File: config.mk
export PLATFORM = sky130hd
export DESIGN_NAME = knight_rider_scanner
export DESIGN_NICKNAME = d
export VERILOG_FILES = /design/src/rtl/knight_rider_pkg.sv /design/src/rtl/kr_tick_gen.sv /design/src/rtl/knight_rider_scanner.sv
export SDC_FILE = /design/constraint.sdc
export NUM_CORES = 1
export LEC_CHECK = 0
export ABC_AREA = 1
export CAP_MARGIN = 20
export CORE_MARGIN = 1.5
export CORE_UTILIZATION = 57
export CTS_BUF_LIST = sky130_fd_sc_hd__clkbuf_4 sky130_fd_sc_hd__clkbuf_8
export CTS_CLUSTER_SIZE = 28
export DETAILED_ROUTE_END_ITERATION = 10
export MAX_ROUTING_LAYER = met4
export PLACE_DENSITY = 0.86
export SYNTH_ARGS = -nofsm -noshare
export SYNTH_HDL_FRONTEND = slang
export SYNTH_SLANG_ARGS = --single-unit
File: constraint.sdc
create_clock -name clk_i -period 2.76 [get_ports clk_i]
set_input_delay 0.276 -clock clk_i [delete_from_list [all_inputs] [get_ports clk_i]]
set_output_delay 0.276 -clock clk_i [all_outputs]
set_load 0.02 [all_outputs]
File: src/rtl/knight_rider_pkg.sv
// Shared types for the Knight Rider LED scanner.
package knight_rider_pkg;

   typedef enum logic [1:0] {
      ST_IDLE = 2'd0,
      ST_UP   = 2'd1,
      ST_DN   = 2'd2
   } scan_state_e;

   localparam logic DIR_UP = 1'b0;
   localparam logic DIR_DN = 1'b1;

   // Running state that matches a given travel direction
   function automatic scan_state_e dir_state(input logic dir);
      return (dir == DIR_DN) ? ST_DN : ST_UP;
   endfunction

endpackage

File: src/rtl/kr_tick_gen.sv
// Step-rate prescaler: one-cycle strobe every TICK_DIV enabled cycles.
// Counter is cleared whenever the enable is low, so the first strobe
// lands TICK_DIV cycles after the enable rises.
module kr_tick_gen #(
   parameter int unsigned TICK_DIV = 4
) (
   input  logic clk_i,
   input  logic sys_rst_i,
   input  logic en_i,
   output logic step_o
);

   localparam int unsigned TICK_W = (TICK_DIV > 1) ? $clog2(TICK_DIV) : 1;
   localparam logic [TICK_W-1:0] TICK_LAST = TICK_W'(TICK_DIV - 1);

   logic [TICK_W-1:0] tick_q;

   // Count 0..TICK_DIV-1 while enabled, wrap on the strobe
   always_ff @(posedge clk_i) begin
      if (!sys_rst_i) begin
         tick_q <= '0;
      end else if (!en_i || (tick_q == TICK_LAST)) begin
         tick_q <= '0;
      end else begin
         tick_q <= tick_q + TICK_W'(1);
      end
   end

   assign step_o = en_i && (tick_q == TICK_LAST);

endmodule

File: src/rtl/knight_rider_scanner.sv
// Knight Rider bounce scanner: one lit LED sweeping 0 -> N-1 -> 0.
// Optional build macro KR_TRAIL_EN adds a PWM-faded trail behind the head.
module knight_rider_scanner
   import knight_rider_pkg::*;
#(
   parameter int unsigned N_LEDS    = 8,
   parameter int unsigned TICK_DIV  = 4
`ifdef KR_TRAIL_EN
   ,
   parameter int unsigned PWM_BITS  = 3,
   parameter int unsigned TRAIL_LEN = 3
`endif
) (
   input  logic                      clk_i,
   input  logic                      sys_rst_i,
   input  logic                      run_i,
   output logic [N_LEDS-1:0]         leds_o,
   output logic [$clog2(N_LEDS)-1:0] pos_o,
   output logic                      dir_o,
   output logic                      end_o
);

   localparam int unsigned POS_W = $clog2(N_LEDS);

   scan_state_e       state_q;
   logic              step;
   logic              adv;
   logic [POS_W-1:0]  step_pos;
   logic              step_dir;
   logic              step_rev;
   logic [POS_W-1:0]  head_nx;
   logic [N_LEDS-1:0] leds_nx;

   kr_tick_gen #(.TICK_DIV(TICK_DIV)) u_tick (
      .clk_i     (clk_i),
      .sys_rst_i (sys_rst_i),
      .en_i      (run_i),
      .step_o    (step)
   );

   assign adv     = run_i && step;
   assign head_nx = adv ? step_pos : pos_o;

   // Position/direction after one step, bouncing off either end
   always_comb begin
      step_pos = pos_o;
      step_dir = dir_o;
      step_rev = 1'b0;
      if (dir_o == DIR_UP) begin
         if (pos_o == POS_W'(N_LEDS - 1)) begin
            step_pos = POS_W'(N_LEDS - 2);
            step_dir = DIR_DN;
            step_rev = 1'b1;
         end else begin
            step_pos = pos_o + POS_W'(1);
         end
      end else begin
         if (pos_o == '0) begin
            step_pos = POS_W'(1);
            step_dir = DIR_UP;
            step_rev = 1'b1;
         end else begin
            step_pos = pos_o - POS_W'(1);
         end
      end
   end

   // Scan FSM: freeze in IDLE, resume in the saved direction
   always_ff @(posedge clk_i) begin
      if (!sys_rst_i) begin
         state_q <= ST_IDLE;
         pos_o   <= '0;
         dir_o   <= DIR_UP;
         end_o   <= 1'b0;
      end else begin
         end_o <= 1'b0;
         case (state_q)
            ST_IDLE: begin
               if (run_i) begin
                  if (adv) begin
                     pos_o   <= step_pos;
                     dir_o   <= step_dir;
                     end_o   <= step_rev;
                     state_q <= dir_state(step_dir);
                  end else begin
                     state_q <= dir_state(dir_o);
                  end
               end
            end
            ST_UP, ST_DN: begin
               if (!run_i) begin
                  state_q <= ST_IDLE;
               end else if (adv) begin
                  pos_o   <= step_pos;
                  dir_o   <= step_dir;
                  end_o   <= step_rev;
                  state_q <= dir_state(step_dir);
               end
            end
            default: state_q <= ST_IDLE;
         endcase
      end
   end

`ifdef KR_TRAIL_EN
   logic [PWM_BITS-1:0] pwm_q;
   logic [PWM_BITS-1:0] pwm_nx;
   logic [POS_W-1:0]    hist_q  [TRAIL_LEN];
   logic [POS_W-1:0]    hist_nx [TRAIL_LEN];
   logic [PWM_BITS:0]   pwm_full;

   assign pwm_nx   = pwm_q + PWM_BITS'(1);
   assign pwm_full = {1'b1, {PWM_BITS{1'b0}}};

   // History of previous heads, shifted on each step
   always_comb begin
      for (int k = 0; k < int'(TRAIL_LEN); k++) begin
         hist_nx[k] = hist_q[k];
      end
      if (adv) begin
         hist_nx[0] = pos_o;
         for (int k = 1; k < int'(TRAIL_LEN); k++) begin
            hist_nx[k] = hist_q[k-1];
         end
      end
   end

   // Head fully on, trail position k on for 2**PWM_BITS >> k counts
   always_comb begin
      leds_nx          = '0;
      leds_nx[head_nx] = 1'b1;
      for (int k = 1; k <= int'(TRAIL_LEN); k++) begin
         if ({1'b0, pwm_nx} < (pwm_full >> k)) begin
            leds_nx[hist_nx[k-1]] = 1'b1;
         end
      end
   end

   // Free-running PWM counter and trail history registers
   always_ff @(posedge clk_i) begin
      if (!sys_rst_i) begin
         pwm_q <= '0;
         for (int k = 0; k < int'(TRAIL_LEN); k++) begin
            hist_q[k] <= '0;
         end
      end else begin
         pwm_q <= pwm_nx;
         for (int k = 0; k < int'(TRAIL_LEN); k++) begin
            hist_q[k] <= hist_nx[k];
         end
      end
   end
`else
   // Plain one-hot of the upcoming head position
   always_comb begin
      leds_nx          = '0;
      leds_nx[head_nx] = 1'b1;
   end
`endif

   // Registered LED drive toward the pins
   always_ff @(posedge clk_i) begin
      if (!sys_rst_i) begin
         leds_o <= N_LEDS'(1);
      end else begin
         leds_o <= leds_nx;
      end
   end

endmodule

==> results_dict.tcl, run 1 <==
set metrics [dict create \
    status "completed" \
    syn-num-nets 133 \
    finalPower_w 0.000472 \
    hold_path.class "reg2reg" \
    drt_iter0_drc 27 \
    fp.dieH_um 42.5 \
    synth.ff_latch_count 17 \
    crit_path_max_incr_delay_ns 0.68 \
    reg2reg_from "pos_o[0]$_SDFFE_PN0N_" \
    seqPwrFrac_pct 55.1 \
    clkTransAtPathRegs_ns 0.10 \
    via_count 845 \
    pwr_density_cell_mw_per_mm2 437 \
    ir_drop_v 0.000248 \
    min_from "u_tick.tick_q[0]$_SDFF_PP0_" \
    dp_hpwl_um 1360 \
    power_switching_w 0.000123 \
    max_freq_mhz 548 \
    groute.usage.overall_pct 22.7 \
    core_area_mm2 0.00149 \
    grt_overflow 0 \
    antenna_found_initial 0 \
    synth.avg_cell_area_um2 7.23 \
    cts_hold_buf 0 \
    ys_seq_area_share_pct 38.3 \
    critPathSlowestCell "clkdlybuf4s50_1" \
    cts_root_buffer "clkbuf_4" \
    nets 152 \
    drc 0 \
    swShare_pct 26.1 \
    grt_pass1_wl_um 3000 \
    vias_per_cell 5.38 \
    ant_nets 0 \
    io_pins 16 \
    rows 14 \
    ctsResizeCount 0 \
    start_util_pct 59.7 \
    die_area_mm2 0.00181 \
    finalHoldViolations 0 \
    drv_slew 0 \
    syn_inst 123 \
    reg2reg_slack_ns 1.06 \
    wl_per_cell_um 11.2 \
    layout_min_cycle_time_ns 1.82 \
    rsz0062_at_grt "no" \
    yosys_warnings 0 \
    intPower_w 0.000349 \
    n_antenna_cell 0 \
    grt_pass1_vias 724 \
    post_cts_buffers 0 \
    cp_max_fo 10 \
    arrival_ns 1.55 \
    syn-cell-area_um2 890 \
    critPathTopFamily "buffers and inverters" \
    place_congestion 0.978 \
    crit_type "reg2out" \
    slew_headroom_pct 72.9 \
    grt_max_degree 11 \
    fin_tns_setup_ns 0 \
    io_buffer_count 15 \
    startpoint "dir_o$_SDFFE_PN0P_" \
    end_kind "output port" \
    wl_um 1760 \
    crit_buf_inv 1 \
    max_slew.worst_pin.slew_ns 0.406 \
    drt_first_pass_iters 6 \
    leakagePower_nw 0.518 \
    cp.required_ns 2.48 \
    cp_cell_sequence "clkdlybuf4s50_1" \
    drive_above_1_share_pct 10.6 \
    cts_num_sinks 17 \
    cts_max_level 1 \
    die_x_um 42.5 \
    tritoncts "yes" \
    instances_no_fill 157 \
    cts-buffers-inserted 3 \
    clk_latency_ns 0.28 \
    setup_violations 0 \
    synth.distinct_cells 18 \
    cp-start-kind "flop" \
    area_growth_pct 21.7 \
    period_share_pct 66.1 \
    dp.cells 153 \
    skew_ns 0.00839 \
    p_clk_share_pct 29.4 \
    cts.path.max_buffers 2 \
    max-cap-violations 0 \
    comb_power_share_pct 15.6 \
]
-- cell usage in the layout (no fill, tap or decap), types with 3 or more instances in the layout --
master	instances
ha_1	7
nand2_2	3
clkdlybuf4s50_1	15
clkbuf_4	4
o21ai_2	4
inv_1	17
nand2_1	33
nor2_1	15
nand3_1	8
dfxtp_1	17
o21ai_0	4
a21oi_1	7
-- metrics by stage --
stage / hold WS (ns) / utilization (%) / worst slack [ns] / cell area (um^2)
finish: 0.440 / 72.7 / 0.935 / 1080
global route: 0.473 / 72.7 / 0.875 / 1080
CTS: 0.456 / 72.7 / 0.940 / 1080
detailed placement: 0.443 / 70.7 / 1.10 / 1050
global placement: 0.407 / 70.7 / 1.12 / 1050
floorplan: 0.345 / - / 1.21 / 890
-- power groups by stage --
stage,logic [W],clock network (W),registers [W]
final,0.0000736,0.000139,0.000260
after global routing,0.0000818,0.000151,0.000262
after CTS,0.0000728,0.000141,0.000260
after detailed placement,0.0000727,0,0.000266
after global placement,0.0000713,0,0.000266
after floorplan,0.0000446,0,0.000270
-- flip-flops by register name, indices dropped and copies added (netlist names) --
| signal | cells |
|---|---|
| leds_o | 8 |
| u_tick.tick_q | 2 |
| end_o | 1 |
| state_q | 2 |
| dir_o | 1 |
| pos_o | 3 |
-- synthesized netlist by cell type (all sizes together) --
library cell	count	share of area, %
nor2	15	6.3
nand3	9	5.6
a21oi	7	3.9
a211oi	1	0.84
a31oi	1	0.70
ha	7	9.8
buf	1	0.84
nand4	1	0.70
dfxtp	17	38
clkinv	1	0.98
a21boi	1	1.3
inv	17	7.2
o21ai	8	6.2
nand2	37	17
-- final cells by class --
class                           instances  area [um^2]
Multi-Input combinational cell         87          469
Timing Repair Buffer                   15          150
Tap cell                               16         20.0
Inverter                               18         72.6
Clock buffer                            4         30.0
Sequential cell                        17          340
Fill cell                             124          407
-- layer usage --
| metal | vias up | GRT usage (%) | part of all wire (%) | wire, um |
|---|---|---|---|---|
| met2 | 33 | 37.5 | 49 | 860 |
| met3 | 4 | 3.88 | 5.2 | 91 |
| met4 | 0 | 11.3 | 1.1 | 19 |
| met1 | 384 | 26.5 | 45 | 786 |
| met5 | - | - | 0 | 0 |
| li1 | 424 | - | - | - |
-- worst paths after layout --
check,to,depth (start not counted)
worst min-delay path,u_tick.tick_q[0]$_SDFF_PP0_,1
worst max register to register,leds_o[4]$_SDFF_PN0_,7
worst min register to register,u_tick.tick_q[0]$_SDFF_PP0_,1
worst max-delay path,dir_o,1
-- kinds of logic after synthesis --
group / after synthesis / share of synthesized area (%)
buffers and inverters: 19 / 9.00
and+or+nand+nor: 62 / 30.0
adders and majority gates: 7 / 9.84
AOI/OAI and AO/OA: 18 / 12.9
DFF: 17 / 38.3
Power figures use the tool's default switching activity.
==> run 2: changes to the inputs <==
--- a/config.mk
+++ b/config.mk
@@ -8,12 +8,12 @@
 export ABC_AREA = 1
 export CAP_MARGIN = 20
 export CORE_MARGIN = 1.5
-export CORE_UTILIZATION = 57
+export CORE_UTILIZATION = 53
 export CTS_BUF_LIST = sky130_fd_sc_hd__clkbuf_4 sky130_fd_sc_hd__clkbuf_8
 export CTS_CLUSTER_SIZE = 28
 export DETAILED_ROUTE_END_ITERATION = 10
 export MAX_ROUTING_LAYER = met4
-export PLACE_DENSITY = 0.86
+export PLACE_DENSITY = 0.8
 export SYNTH_ARGS = -nofsm -noshare
 export SYNTH_HDL_FRONTEND = slang
 export SYNTH_SLANG_ARGS = --single-unit
==> constraint.sdc (replaced) <==
create_clock -name clk_i -period 1.8 [get_ports clk_i]
set_input_delay 0.18 -clock clk_i [delete_from_list [all_inputs] [get_ports clk_i]]
set_output_delay 0.18 -clock clk_i [all_outputs]
set_load 0.02 [all_outputs]
==> results_dict.tcl, run 2 (synthesized netlist as in run 1, its figures left out) <==
set metrics [dict create \
    n_antenna_cell 0 \
    final_util_pct 70.2 \
    period_share_pct 96.4 \
    fp.dieH_um 44.0 \
    crit_type "reg2out" \
    cts_root_buffer "clkbuf_4" \
    biggestRegsByFlops "leds_o x8, pos_o x3" \
    largest_register_ffs 8 \
    nets 152 \
    rows 14 \
    pwr_density_cell_mw_per_mm2 675 \
    leakagePower_nw 0.518 \
    clk_latency_ns 0.29 \
    fillers 140 \
    critPathTopFamily "buffers and inverters" \
    top_layer "met4" \
    vias_per_cell 5.22 \
    end_kind "output port" \
    status "completed" \
    area_growth_pct 21.7 \
    mostFrequentLayoutCell "nand2_1" \
    cp_max_fo 10 \
    drt_first_pass_iters 4 \
    largest-register "leds_o" \
    cts_hold_buf 0 \
    wl_met2_um 766 \
    drv_slew 0 \
    antenna_found_initial 0 \
    drt_iter0_drc 18 \
    slew_headroom_pct 72.6 \
    wirelength_met1_um 816 \
    grt_pass1_vias 721 \
    core_area_mm2 0.00154 \
    die_x_um 44.0 \
    cp-start-kind "flop" \
    cts.path.max_buffers 2 \
    place_congestion 0.936 \
    fin_tns_setup_ns 0 \
    whs_path_depth 1 \
    arrival_ns 1.55 \
    grt_pass1_wl_um 2950 \
    dp_hpwl_um 1320 \
    reg2reg_to "leds_o[4]$_SDFF_PN0_" \
    reg2reg_slack_ns 0.24 \
    post_cts_buffers 0 \
    hold_end "u_tick.tick_q[0]$_SDFF_PP0_" \
    layout_min_cycle_time_ns 1.73 \
    max-cap-violations 0 \
    ant_nets 0 \
    grt_overflow 0 \
    cts-buffers-inserted 3 \
    clkTransAtPathRegs_ns 0.09 \
    min_from "u_tick.tick_q[0]$_SDFF_PP0_" \
    wl_met3_um 82 \
    groute.usage.overall_pct 21.2 \
    via_count 820 \
    tritoncts "yes" \
    io_buffer_count 15 \
    cp.required_ns 1.62 \
    final_cell_mix "nand2_1, inv_1, dfxtp_1" \
    finalHoldViolations 0 \
    setup_violations 0 \
    cts_max_level 1 \
    crit_path_max_incr_delay_ns 0.69 \
    rr_worst_depth 9 \
    start_util_pct 57.7 \
    ctsResizeCount 0 \
    cts_num_sinks 17 \
    wl_um 1700 \
    crit_buf_inv 1 \
    wl_per_cell_um 10.8 \
    skew_ns 0.00435 \
    critPathSlowestCell "clkdlybuf4s50_1" \
    drc 0 \
    die_area_mm2 0.00193 \
    ir_drop_v 0.000421 \
    hold_path.class "reg2reg" \
    cp_cell_sequence "clkdlybuf4s50_1" \
    max_slew.worst_pin.slew_ns 0.411 \
    io_pins 16 \
    reg2reg_from "pos_o[0]$_SDFFE_PN0N_" \
    grt_max_degree 11 \
    drive_above_1_share_pct 10.6 \
    max_freq_mhz 576 \
    rsz0062_at_grt "no" \
]
run 2: cell counts in the layout (fill, tap and decap cells not counted):
No cell type changed its count.
run 2: layout make-up:
type / count / area (um^2) / share of cell area [%]
Multi-Input combinational cell: 87 / 469 / 43.4
Sequential cell: 17 / 340 / 31.4
Timing Repair Buffer: 15 / 150 / 13.9
Inverter: 18 / 72.6 / 6.71
Clock buffer: 4 / 30.0 / 2.77
Tap cell: 16 / 20.0 / 1.85
run 2: routing by layer:
metal | vias up | track usage (%)
li1 | 427 | -
met1 | 360 | 25.8
met2 | 28 | 33.5
met3 | 5 | 3.75
met4 | 0 | 10.3
met5 | - | -
run 2: per-stage QoR:
step                      setup WS, ns  hold WS, ns  area [um^2]  std cells  total power [W]
after global placement           0.200        0.407         1050        153         0.000516
after detailed placement         0.239        0.423         1050        153         0.000519
after floorplan                  0.255        0.249          890        123         0.000483
final                           0.0653        0.429         1080        157         0.000731
after CTS                       0.0562        0.437         1080        157         0.000737
after global routing            0.0117        0.459         1080        157         0.000768
run 2: worst max-delay path by stage:
stage / start / to / slack [ns] / cells past startpoint
5_1_grt: dir_o$_SDFFE_PN0P_ / dir_o / 0.01 / 1
3_5_place_dp: run_i / leds_o[4]$_SDFF_PN0_ / 0.24 / 8
2_1_floorplan: pos_o[0]$_SDFFE_PN0N_ / leds_o[5]$_SDFF_PN0_ / 0.25 / 7
4_1_cts: dir_o$_SDFFE_PN0P_ / dir_o / 0.06 / 1
3_3_place_gp: run_i / pos_o[1]$_SDFFE_PN0N_ / 0.20 / 6
6_report: dir_o$_SDFFE_PN0P_ / dir_o / 0.07 / 1
run 2: report_power, final:
part / switching (W) / total, W / internal [W]
Sequential: 0.00000953 / 0.000398 / 0.000389
Clock: 0.000119 / 0.000220 / 0.000101
Combinational: 0.0000667 / 0.000113 / 0.0000460
Total: 0.000195 / 0.000731 / 0.000536
==> run 3: changes to the inputs <==
--- a/config.mk
+++ b/config.mk
@@ -14,6 +14,7 @@
 export DETAILED_ROUTE_END_ITERATION = 10
 export MAX_ROUTING_LAYER = met4
 export PLACE_DENSITY = 0.8
+export REMOVE_ABC_BUFFERS = 1
 export SYNTH_ARGS = -nofsm -noshare
 export SYNTH_HDL_FRONTEND = slang
 export SYNTH_SLANG_ARGS = --single-unit
==> constraint.sdc (replaced) <==
create_clock -name clk_i -period 1.8 [get_ports clk_i]
set_input_delay 0.18 -clock clk_i [delete_from_list [all_inputs] [get_ports clk_i]]
set_output_delay 0.18 -clock clk_i [all_outputs]
set_load 0.1 [all_outputs]
==> results_dict.tcl, run 3 (synthesized netlist as in run 1, its figures left out) <==
set metrics [dict create \
    largest-register "leds_o" \
    fin_area_mm2 0.00107 \
    finalPower_w 0.000761 \
    hold_path.class "reg2reg" \
    pwr_density_cell_mw_per_mm2 711 \
    largest_register_ffs 8 \
    clk_latency_ns 0.30 \
    wl_per_cell_um 11.0 \
    core_area_mm2 0.00154 \
    period_share_pct 87.0 \
    setup_violations 0 \
    clkTransAtPathRegs_ns 0.10 \
    ctsResizeCount 0 \
    comb_power_share_pct 20.4 \
    groute.usage.overall_pct 22.5 \
    die_x_um 44.0 \
    start_util_pct 57.7 \
    p_clk_share_pct 27.3 \
    grt_pass1_vias 733 \
    fillers 130 \
    cp-start-kind "flop" \
    multiInputGateArea_um2 473 \
    mostFrequentLayoutCell "nand2_1" \
    seqPwrFrac_pct 52.3 \
    via_count 809 \
    end_kind "flop" \
    die_area_mm2 0.00193 \
    rows 14 \
    max_freq_mhz 639 \
    reg2reg_from "pos_o[0]$_SDFFE_PN0N_" \
    max-cap-violations 0 \
    vias_per_cell 5.12 \
    drt_first_pass_iters 4 \
    final_cell_mix "nand2_1, inv_1, dfxtp_1" \
    cp.required_ns 2.04 \
    rsz0062_at_grt "no" \
    io_pins 16 \
    slew_headroom_pct 80.1 \
    cts_num_sinks 17 \
    drt_iter0_drc 26 \
    leakagePower_nw 0.550 \
    cts-buffers-inserted 3 \
    final_util_pct 69.5 \
    swShare_pct 32.3 \
    seq_area_um2 340 \
    post_cts_buffers 0 \
    rr_worst_depth 9 \
    timing.final.ws_setup_ns 0.234 \
    startpoint "pos_o[0]$_SDFFE_PN0N_" \
    dp_hpwl_um 1410 \
    layout_min_cycle_time_ns 1.57 \
    cts_root_buffer "clkbuf_4" \
    reg2reg_slack_ns 0.23 \
    arrival_ns 1.80 \
    skew_ns 0.00427 \
    cts.path.max_buffers 2 \
    grt_pass1_wl_um 3060 \
    status "completed" \
    area_growth_pct 20.4 \
    cts_hold_buf 0 \
    reg2reg_to "leds_o[2]$_SDFF_PN0_" \
    antenna_found_initial 0 \
    grt_max_degree 11 \
    io_buffer_count 15 \
    cp_max_fo 5 \
    drive_above_1_share_pct 21.1 \
    intPower_w 0.000516 \
    ir_drop_v 0.000739 \
    pre_cts_ws_ns 0.200 \
    drc 0 \
    drv_slew 0 \
    grt_overflow 0 \
    power_switching_w 0.000246 \
    wl_um 1750 \
    finalHoldViolations 0 \
    place_congestion 0.919 \
    n_antenna_cell 0 \
    tritoncts "yes" \
    ant_nets 0 \
    cts_max_level 1 \
    nets 153 \
    crit_path_end "leds_o[2]$_SDFF_PN0_" \
    max_slew.worst_pin.slew_ns 0.297 \
    crit_type "reg2reg" \
    place_area_mm2 0.00104 \
    fp.dieH_um 44.0 \
    biggestRegsByFlops "leds_o x8, pos_o x3" \
]
==> run 3: cell types whose count changed in the layout (fill, tap and decap cells not counted) <==
cell	before	now
clkbuf_4	4	3
clkinv_2	0	1
clkdlybuf4s50_1	15	2
buf_12	0	1
a21oi_1	7	6
a21oi_2	0	1
buf_4	0	13
==> run 3: per-stage QoR <==
step | TNS, ns | cells | hold slack [ns]
after global routing | 0 | 158 | 0.455
final | 0 | 158 | 0.420
after floorplan | -4.88 | 122 | 0.249
after CTS | 0 | 158 | 0.425
after global placement | 0 | 154 | 0.406
after detailed placement | 0 | 154 | 0.411
==> run 3: worst max-delay path: stages (launching register included) <==
cell,delay (ns)
dfxtp_1,0.41
inv_1,0.13
ha_1,0.26
inv_1,0.08
nand2_1,0.05
nand2_1,0.05
nand2_1,0.04
a31oi_1,0.27
nand2_1,0.11
nor2_1,0.09
==> run 3: final cells by class <==
cell class	instances	area share, %
Clock inverter	1	0.467
Multi-Input combinational cell	87	44.2
Inverter	18	6.78
Clock buffer	3	2.10
Timing Repair Buffer	16	12.9
Sequential cell	17	31.8
Tap cell	16	1.87
==> run 3: per-layer routing <==
| metal | share of wire [%] | GRT usage, % | wire, um |
|---|---|---|---|
| met1 | 46 | 26.5 | 806 |
| met2 | 47 | 35.9 | 827 |
| met3 | 5.8 | 8.75 | 102 |
| met4 | 0.52 | 5.45 | 9 |
| met5 | 0 | - | 0 |
==> run 3: worst min path at each step <==
| stage | start | to | slack (ns) | cells past startpoint |
|---|---|---|---|---|
| 6_report | u_tick.tick_q[0]$_SDFF_PP0_ | u_tick.tick_q[0]$_SDFF_PP0_ | 0.42 | 1 |
| 5_1_grt | u_tick.tick_q[0]$_SDFF_PP0_ | u_tick.tick_q[0]$_SDFF_PP0_ | 0.46 | 1 |
| 4_1_cts | u_tick.tick_q[0]$_SDFF_PP0_ | u_tick.tick_q[0]$_SDFF_PP0_ | 0.43 | 1 |
| 3_5_place_dp | u_tick.tick_q[0]$_SDFF_PP0_ | u_tick.tick_q[0]$_SDFF_PP0_ | 0.41 | 1 |
| 3_3_place_gp | u_tick.tick_q[0]$_SDFF_PP0_ | u_tick.tick_q[0]$_SDFF_PP0_ | 0.41 | 1 |
| 2_1_floorplan | sys_rst_i | leds_o[0]$_SDFF_PN1_ | 0.25 | 1 |
==> run 3: power groups by stage <==
stage	Combinational (W)	Sequential [W]	Clock, W
2_1_floorplan	0.0000679	0.000458	0
3_3_place_gp	0.000152	0.000406	0
3_5_place_dp	0.000154	0.000407	0
4_1_cts	0.000154	0.000399	0.000211
5_1_grt	0.000171	0.000400	0.000232
6_report	0.000155	0.000398	0.000208
